$ cat config.mk
export PLATFORM = sky130hd
export DESIGN_NAME = cordic_arbiter
export DESIGN_NICKNAME = d
export VERILOG_FILES = /design/src/rtl/cordic_arbiter.sv
export SDC_FILE = /design/constraint.sdc
export NUM_CORES = 1
export LEC_CHECK = 0
export ABC_AREA = 1
export CAP_MARGIN = 20
export CORE_MARGIN = 4
export CORE_UTILIZATION = 36
export CTS_BUF_LIST = sky130_fd_sc_hd__clkbuf_8
export CTS_CLUSTER_SIZE = 25
export DETAILED_ROUTE_END_ITERATION = 6
export PLACE_DENSITY = 0.88
export SLEW_MARGIN = 25
export SYNTH_ARGS = -nofsm -noshare
export SYNTH_HDL_FRONTEND = slang
export SYNTH_SLANG_ARGS = --single-unit
$ cat constraint.sdc
create_clock -name clk_i -period 2.1 [get_ports clk_i]
set_input_delay 0.525 -clock clk_i [delete_from_list [all_inputs] [get_ports clk_i]]
set_output_delay 0.525 -clock clk_i [all_outputs]
set_load 0.05 [all_outputs]
$ cat src/rtl/cordic_arbiter.sv
// Round-robin front end that time-shares a single cordic core between NumReq clients.
// Grants one operand set, launches the core, then returns a tagged result or a watchdog error.
module cordic_arbiter #(
  parameter int Width   = 16,
  parameter int NumReq  = 4,
  parameter int IdWidth = 2,
  parameter int Timeout = 64
) (
  input  logic                      clk_i,
  input  logic                      rst_i,
  input  logic [NumReq-1:0]         req_valid_i,
  output logic [NumReq-1:0]         req_ready_o,
  input  logic [NumReq*Width-1:0]   req_x_i,
  input  logic [NumReq*Width-1:0]   req_y_i,
  input  logic [NumReq*Width-1:0]   req_z_i,
  output logic                      rsp_valid_o,
  input  logic                      rsp_ready_i,
  output logic [IdWidth-1:0]        rsp_id_o,
  output logic [Width-1:0]          rsp_x_o,
  output logic [Width-1:0]          rsp_y_o,
  output logic [Width-1:0]          rsp_z_o,
  output logic                      rsp_err_o,
  output logic                      core_start_o,
  output logic [Width-1:0]          core_x0_o,
  output logic [Width-1:0]          core_y0_o,
  output logic [Width-1:0]          core_z0_o,
  input  logic [Width-1:0]          core_xn_i,
  input  logic [Width-1:0]          core_yn_i,
  input  logic [Width-1:0]          core_zn_i,
  input  logic                      core_done_i
);

  localparam int CntW = $clog2(Timeout);

  typedef enum logic [1:0] {IDLE, LAUNCH, WAIT, RESP} state_t;

  state_t             r_state, w_stateNext;
  logic [IdWidth-1:0] r_last, r_id;
  logic [Width-1:0]   r_opX, r_opY, r_opZ;
  logic [Width-1:0]   r_resX, r_resY, r_resZ;
  logic               r_err;
  logic [CntW-1:0]    r_cnt;

  logic               w_hiFound, w_anyValid;
  logic [IdWidth-1:0] w_hiIdx, w_loIdx, w_grant;
  logic [Width-1:0]   w_selX, w_selY, w_selZ;
  logic [CntW-1:0]    w_cntInc;
  logic               w_timeout;

  // Prefer the lowest valid index above the last winner, else wrap to the lowest valid index.
  always_comb begin
    w_hiFound  = 1'b0;
    w_anyValid = 1'b0;
    w_hiIdx    = '0;
    w_loIdx    = '0;
    for (int k = NumReq - 1; k >= 0; k--) begin
      if (req_valid_i[k]) begin
        w_anyValid = 1'b1;
        w_loIdx    = IdWidth'(k);
        if (k > int'(r_last)) begin
          w_hiFound = 1'b1;
          w_hiIdx   = IdWidth'(k);
        end
      end
    end
    w_grant = w_hiFound ? w_hiIdx : w_loIdx;
  end

  always_comb begin
    w_selX = '0;
    w_selY = '0;
    w_selZ = '0;
    for (int k = 0; k < NumReq; k++) begin
      if (w_grant == IdWidth'(k)) begin
        w_selX = req_x_i[k*Width +: Width];
        w_selY = req_y_i[k*Width +: Width];
        w_selZ = req_z_i[k*Width +: Width];
      end
    end
  end

  // The counter only ever reaches Timeout-1, so it never wraps.
  assign w_cntInc  = r_cnt + CntW'(1);
  assign w_timeout = (w_cntInc == CntW'(Timeout - 1));

  always_ff @(posedge clk_i) begin
    if (rst_i) r_state <= IDLE;
    else       r_state <= w_stateNext;
  end

  always_comb begin
    w_stateNext = r_state;
    case (r_state)
      IDLE:    if (w_anyValid) w_stateNext = LAUNCH;
      LAUNCH:  w_stateNext = WAIT;
      WAIT:    if (core_done_i || w_timeout) w_stateNext = RESP;
      RESP:    if (rsp_ready_i) w_stateNext = IDLE;
      default: w_stateNext = IDLE;
    endcase
  end

  always_comb begin
    req_ready_o  = '0;
    core_start_o = 1'b0;
    rsp_valid_o  = 1'b0;
    case (r_state)
      IDLE: begin
        for (int k = 0; k < NumReq; k++) begin
          req_ready_o[k] = !rst_i && w_anyValid && (w_grant == IdWidth'(k));
        end
      end
      LAUNCH:  core_start_o = 1'b1;
      RESP:    rsp_valid_o  = 1'b1;
      default: ;
    endcase
  end

  // A completing done beats a timeout that lands on the same cycle.
  always_ff @(posedge clk_i) begin
    if (rst_i) begin
      r_last <= IdWidth'(NumReq - 1);
      r_id   <= '0;
      r_opX  <= '0;
      r_opY  <= '0;
      r_opZ  <= '0;
      r_resX <= '0;
      r_resY <= '0;
      r_resZ <= '0;
      r_err  <= 1'b0;
      r_cnt  <= '0;
    end else begin
      case (r_state)
        IDLE: begin
          if (w_anyValid) begin
            r_opX <= w_selX;
            r_opY <= w_selY;
            r_opZ <= w_selZ;
            r_id  <= w_grant;
          end
        end
        LAUNCH: r_cnt <= '0;
        WAIT: begin
          r_cnt <= w_cntInc;
          if (core_done_i) begin
            r_resX <= core_xn_i;
            r_resY <= core_yn_i;
            r_resZ <= core_zn_i;
            r_err  <= 1'b0;
          end else if (w_timeout) begin
            r_resX <= '0;
            r_resY <= '0;
            r_resZ <= '0;
            r_err  <= 1'b1;
          end
        end
        RESP: if (rsp_ready_i) r_last <= r_id;
        default: ;
      endcase
    end
  end

  assign rsp_id_o  = r_id;
  assign rsp_x_o   = r_resX;
  assign rsp_y_o   = r_resY;
  assign rsp_z_o   = r_resZ;
  assign rsp_err_o = r_err;
  assign core_x0_o = r_opX;
  assign core_y0_o = r_opY;
  assign core_z0_o = r_opZ;

endmodule

# [Word level (Yosys, flattened, before mapping)]
# Cells that the tools add are included.
# W data, S select, Z words.
[totals] ff_bits=109 inputBits=248 word_cells=87
[classes] muxes=47 n_reduce_logical=15 magnitude_cmp=3 add_sub_neg=1 eq_ne=10
[op_table] cell="$mux W16" n=16
[op_table] cell="$mux W2" n=14
[op_table] cell="$mux W1" n=14
[op_table] cell="$pmux W6 S2" n=1
[op_table] cell="$eq A2 B2 Y1 const B" n=4
[op_table] cell="$pmux W2 S4" n=1
[op_table] cell="$add A6 B1 Y6 const B" n=1
[op_table] cell="$eq A6 B6 Y1 const B" n=1
[op_table] cell="$ne A2 B2 Y1 const B" n=3
[op_table] cell="$reduce_and A2 Y1" n=3
[op_table] cell="$logic_and A1 B1 Y1" n=5
[op_table] cell="$eq A2 B1 Y1 const B" n=2
[op_table] cell="$gt A2 B2 Y1 const A" n=2
[op_table] cell="$logic_not A2 Y1" n=2
[op_table] cell="$mux W4" n=1
[op_table] cell="$reduce_bool A2 Y1" n=2
[op_table] cell="$reduce_and A3 Y1" n=1
[op_table] cell="$gt A1 B2 Y1 const A" n=1
[op_table] cell="$logic_not A1 Y1" n=1
[op_table] cell="$logic_or A1 B1 Y1" n=1

# [Logic depth before layout (Yosys ltp)]
[logic_depth] depth_word=13 ltp_mapped=13

# [Worst setup path after synthesis]
# No wires, ideal clock.
[synth_timing] path_type="input port to output port" start="input port req_valid_i[1]" end="output port req_ready_o[1]" arrival_ps=2362 t_required_ps=1575 n_path_buf=2 cell_stages=8 slack_ps=-787 cell_sequence="inv_1 -> nor3_2 -> nor2_4 -> nand2_2 -> buf_4 -> buf_6 -> inv_1 -> nor3_1"
[synth_via] elab_chain_cells=6 elab_cells_between_ends=11 classes_between="1 x eq/ne; 8 x mux; 2 x reduce/logical"
[synth_lines] item="from (decl)" line_no="11" text="input logic [NumReq-1:0] req_valid_i,"
[synth_lines] item="$mux W2 (2 in series)" line_no="57" text="if (req_valid_i[k]) begin"
[synth_lines] item="$mux W2" line_no="66" text="w_grant = w_hiFound ? w_hiIdx : w_loIdx;"
[synth_lines] item="$eq A2 B1 Y1" line_no="109" text="req_ready_o[k] = !rst_i && w_anyValid && (w_grant == IdWidth'(k));"
[synth_lines] item="$logic_and A1 B1 Y1 *" line_no="109"
[synth_lines] item="$mux W4 *" line_no="106" text="case (r_state)"
[synth_lines] item="to (decl)" line_no="12" text="output logic [NumReq-1:0] req_ready_o,"
# Every way passes the cells marked *; elsewhere a longest branch is shown, timed or not.

# [Worst setup path in the final report]
[layout_timing] start="register r_last[1]" end="output port req_ready_o[1]"
[layout_via] elab_chain_cells=11 elab_cells_between_ends=19 classes_between="3 x order compare; 1 x eq/ne; 14 x mux; 1 x reduce/logical"
[layout_lines] item="from (decl)" line_no="38" text="logic [IdWidth-1:0] r_last, r_id;"
[layout_lines] item="from (signal assigned)" line_no="121" text="r_last <= IdWidth'(NumReq - 1);"
[layout_lines] item="from (signal assigned)" line_no="156" text="RESP: if (rsp_ready_i) r_last <= r_id;"
[layout_lines] item="$gt A2 B2 Y1" line_no="60" text="if (k > int'(r_last)) begin"
[layout_lines] item="$mux W2 / $mux W1 (equally long branches)" line_no="60"
[layout_lines] item="$mux W2 / $mux W1 (equally long branches)" line_no="57"
[layout_lines] item="$mux W2 / $mux W1 (equally long branches)" line_no="60"
[layout_lines] item="$mux W2 / $mux W1 (equally long branches)" line_no="57"
[layout_lines] item="$mux W2 / $mux W1 (equally long branches)" line_no="60"
[layout_lines] item="$mux W2 / $mux W1 (equally long branches)" line_no="57"
[layout_lines] item="$mux W2 *" line_no="66"
[layout_lines] item="$eq A2 B1 Y1 *" line_no="109"
[layout_lines] item="$logic_and A1 B1 Y1 *" line_no="109"
[layout_lines] item="$mux W4 *" line_no="106"
# Marks and branches as above.

==> results.md <==
* Nature of the critical path endpoint: primary output
* Area contributors post-synth: dfxtp_1 35%, nand2_1 17%, a21oi_1 8.6%, nand3_1 8.6%, nand3b_1 5.8%
* Startpoint types: flip-flop
* Pre-antenna DRT Iters at 5
* Most common cell after layout, fill and taps aside: nand2_1
* Hold depth at 2
* Worst EP required at 1.57 ns
* Clk root buf: clkbuf_8
* Max H-tree Level at 3
* Final Setup Violations at 4
* Horiz. Die Dim at 140 µm
* Fin crit period at 2.19 ns
* Number of global-route vias before repair at 7,513
* Flop-to-flop setup slack at 0.08 ns
* Worst EP arrival at 1.67 ns
* Antenna cells at 0
* Hold violation count in the final report at 0
* Max clock buf depth at 2
* IO Pins at 353
* Final ANT Viol Nets at 0
* Fillers at 1,459
* Avg Cell Area, Syn at 6.73 µm²
* Area growth syn-to-layout at 68.1%
* Net switching fraction of the power at 0.500
* Pwr/cell area at 983 mW/mm²
* Leakage at 4.91 nW
* GRT overflow at 0
* RR Endpoint: core_x0_o[2]
* First-pass GRT wire length at 39,100 µm
* DRC violations left at 0
* Yosys reg bits at 109
* Net Count, Synth at 1,182
* Die footprint at 0.0195 mm²
* Clock Skews at 0.0123 ns
* Dpl hpwl at 18,600 µm
* RSZ-0062 raised after global routing: true
* Total Routing Usage GR at 0.244
* Worst Hold Slack at 0.462 ns
* Worst Reg2Reg Path Length in Cells at 13
* Share of layout cells above drive strength 1 at 0.109
* Switching pwr at 5.15 mW
* Fin util at 0.624
* Nets@finish at 1,519
* WL/cell at 17.1 µm
* Largest net degree at the start of global routing at 103
* Clock network power share at 0.126
* Max transition margin at 0.452
* RR Startpoint: r_last[1]
* Share of the synthesized area in the top cell type at 0.349
* Antenna violations before repair at 0
* Worst Setup SP: r_last[1]
* Register area share after synthesis at 0.349
* Buffers on Ports at 352
* Final Max Slew Viols at 0
* Placeable Area at 0.0168 mm²
* Fin crit share at 1.04
* Die Y-Extent at 140 µm
* Synth warn at 0
* Failing checks: negative setup slack
* Initial core utilization at 0.371
* DRT iter0 DRCs at 366
* Row count at 47
* Clk sinks at 109
* Crit Path Class: flip-flop to primary output
* Synth unique cells at 28
* Pre-CTS setup slack at -0.538 ns
* Netlist Area Pre-Place at 0.00625 mm²
* Pint at 5.16 mW
* Max Clk Rate at 456 MHz
* Maxcap violations at 0
* Most frequent cells in the layout: 267 x nand2_1, 242 x clkdlybuf4s50_1, 107 x nand3_1
* CTS tree: built
* Worst-Margin Slew at 0.822 ns
* Final WS setup at -0.0932 ns
* Comb power frac at 0.602
* Drt via density at 5.08
* Worst min-delay path startpoint: rsp_err_o
* Post-Synthesis Cells at 928
* Total power at 10.3 mW
* Placer Congestion at 0.882
* Peak supply drop at 0.000714 V
* Routed vias at 7,575
* Worst Hold Endpoint: rsp_err_o
* Reg power frac at 0.272
* Worst-Skew Late Latency at 0.38 ns
* Largest area contributor in the netlist: dfxtp_1
* CTS Buf Count at 9
* Max FO, Critical Path at 5
* Outcome: finished with violations
* DRT Wirelength at 25,500 µm
* Sequential cell area at 0.00219 mm²
* Clock slew at reported path FFs at 0.12 ns
* Multi-input logic area at 0.00355 mm²
* Min-Delay Path Class: flip-flop to flip-flop
==> worst max-delay path by stage <==
stage / end / slack, ns / cells after the start
floorplan: req_ready_o[1] / -0.12 / 8
global placement: core_y0_o[8] / -0.49 / 11
detailed placement: core_y0_o[8] / -0.54 / 11
CTS: req_ready_o[3] / -0.11 / 9
global route: req_ready_o[1] / -0.19 / 9
finish: req_ready_o[1] / -0.09 / 9
==> cell type report <==
| type | count | share of cell area |
|---|---|---|
| Sequential cell | 109 | 0.209 |
| Clock buffer | 9 | 0.0118 |
| Multi-Input combinational cell | 669 | 0.338 |
| Clock inverter | 7 | 0.00739 |
| Inverter | 73 | 0.0292 |
| Timing Repair Buffer | 403 | 0.379 |
| Tap cell | 220 | 0.0262 |
==> metrics by stage <==
stage / TNS [ns] / instance area (µm²) / std cells
final: -0.286 / 10500 / 1490
after global placement: -22.08 / 10100 / 1463
after CTS: -0.420 / 10300 / 1484
after global routing: -0.667 / 10500 / 1490
after floorplan: -0.284 / 6380 / 928
after detailed placement: -25.33 / 10100 / 1463
==> power groups by stage <==
stage	combinational (mW)	sequential (mW)	clock (mW)
floorplan	2.62	4.31	0
global placement	6.15	2.82	0
detailed placement	6.25	2.85	0
CTS	6.14	2.80	1.35
global route	6.73	2.86	1.43
finish	6.22	2.80	1.30
==> logic make-up (layout without fill, tap and decap cells) <==
| logic type | count (synthesis) | count (layout) | share of synthesized area |
|---|---|---|---|
| compound gates | 161 | 161 | 0.150 |
| xor+xnor | 2 | 2 | 0.00280 |
| fa+ha+maj | 6 | 6 | 0.0120 |
| buf+inv | 150 | 492 | 0.110 |
| flops | 109 | 109 | 0.349 |
| simple gates | 500 | 500 | 0.376 |
==> flip-flops by register name (all words and copies together) (netlist names), 6 cells and up <==
| name | cells |
|---|---|
| core_x0_o | 16 |
| r_cnt | 6 |
| core_y0_o | 16 |
| core_z0_o | 16 |
| rsp_x_o | 16 |
| rsp_z_o | 16 |
| rsp_y_o | 16 |
==> worst max-delay path, stage by stage, from the launching register on <==
cell and delay [ns]:
dfxtp_4 0.42, nand2_4 0.07, nand2_4 0.08, nand2_4 0.07, inv_4 0.08, nand2_4 0.08, nand2_8 0.11, inv_6 0.05
nor3_4 0.17, buf_6 0.17
==> repair_timing <==
item	4_1_cts	5_1_grt
hold buffers	0	0
resized for setup	90	39
setup buffers	5	7
pin swaps	16	16
endpoints found under the setup margin	113	26
gates cloned	0	1
==> metal layers <==
layer  up-vias  part of all wire  GRT usage
li1       3757                 -          -
met1      3454              0.39      0.286
met2       304              0.51      0.429
met3        60             0.066     0.0566
met4         0             0.037      0.100
met5         -                 0          0
==> synthesized netlist by cell type <==
| cell | instances |
|---|---|
| buf_1 | 1 |
| buf_6 | 6 |
| dfxtp_1 | 109 |
| buf_4 | 15 |
| nand3b_1 | 48 |
| nand2_1 | 275 |
| ha_1 | 6 |
| inv_1 | 64 |
| clkinv_1 | 8 |
| o21ai_2 | 1 |
| nor2_1 | 10 |
| clkbuf_1 | 37 |
| o211ai_1 | 1 |
| nor2_2 | 1 |
| o21ai_0 | 3 |
| xor2_1 | 1 |
| inv_2 | 1 |
| nor3_1 | 4 |
| a2bb2oi_1 | 1 |
| xnor2_1 | 1 |
| nand4_1 | 49 |
| nand3_1 | 107 |
| a21oi_1 | 107 |
| nor3_2 | 1 |
| buf_2 | 18 |
| nor2_4 | 2 |
| nand2_2 | 3 |
| o21bai_1 | 48 |
(Power assumes the default switching activity.)
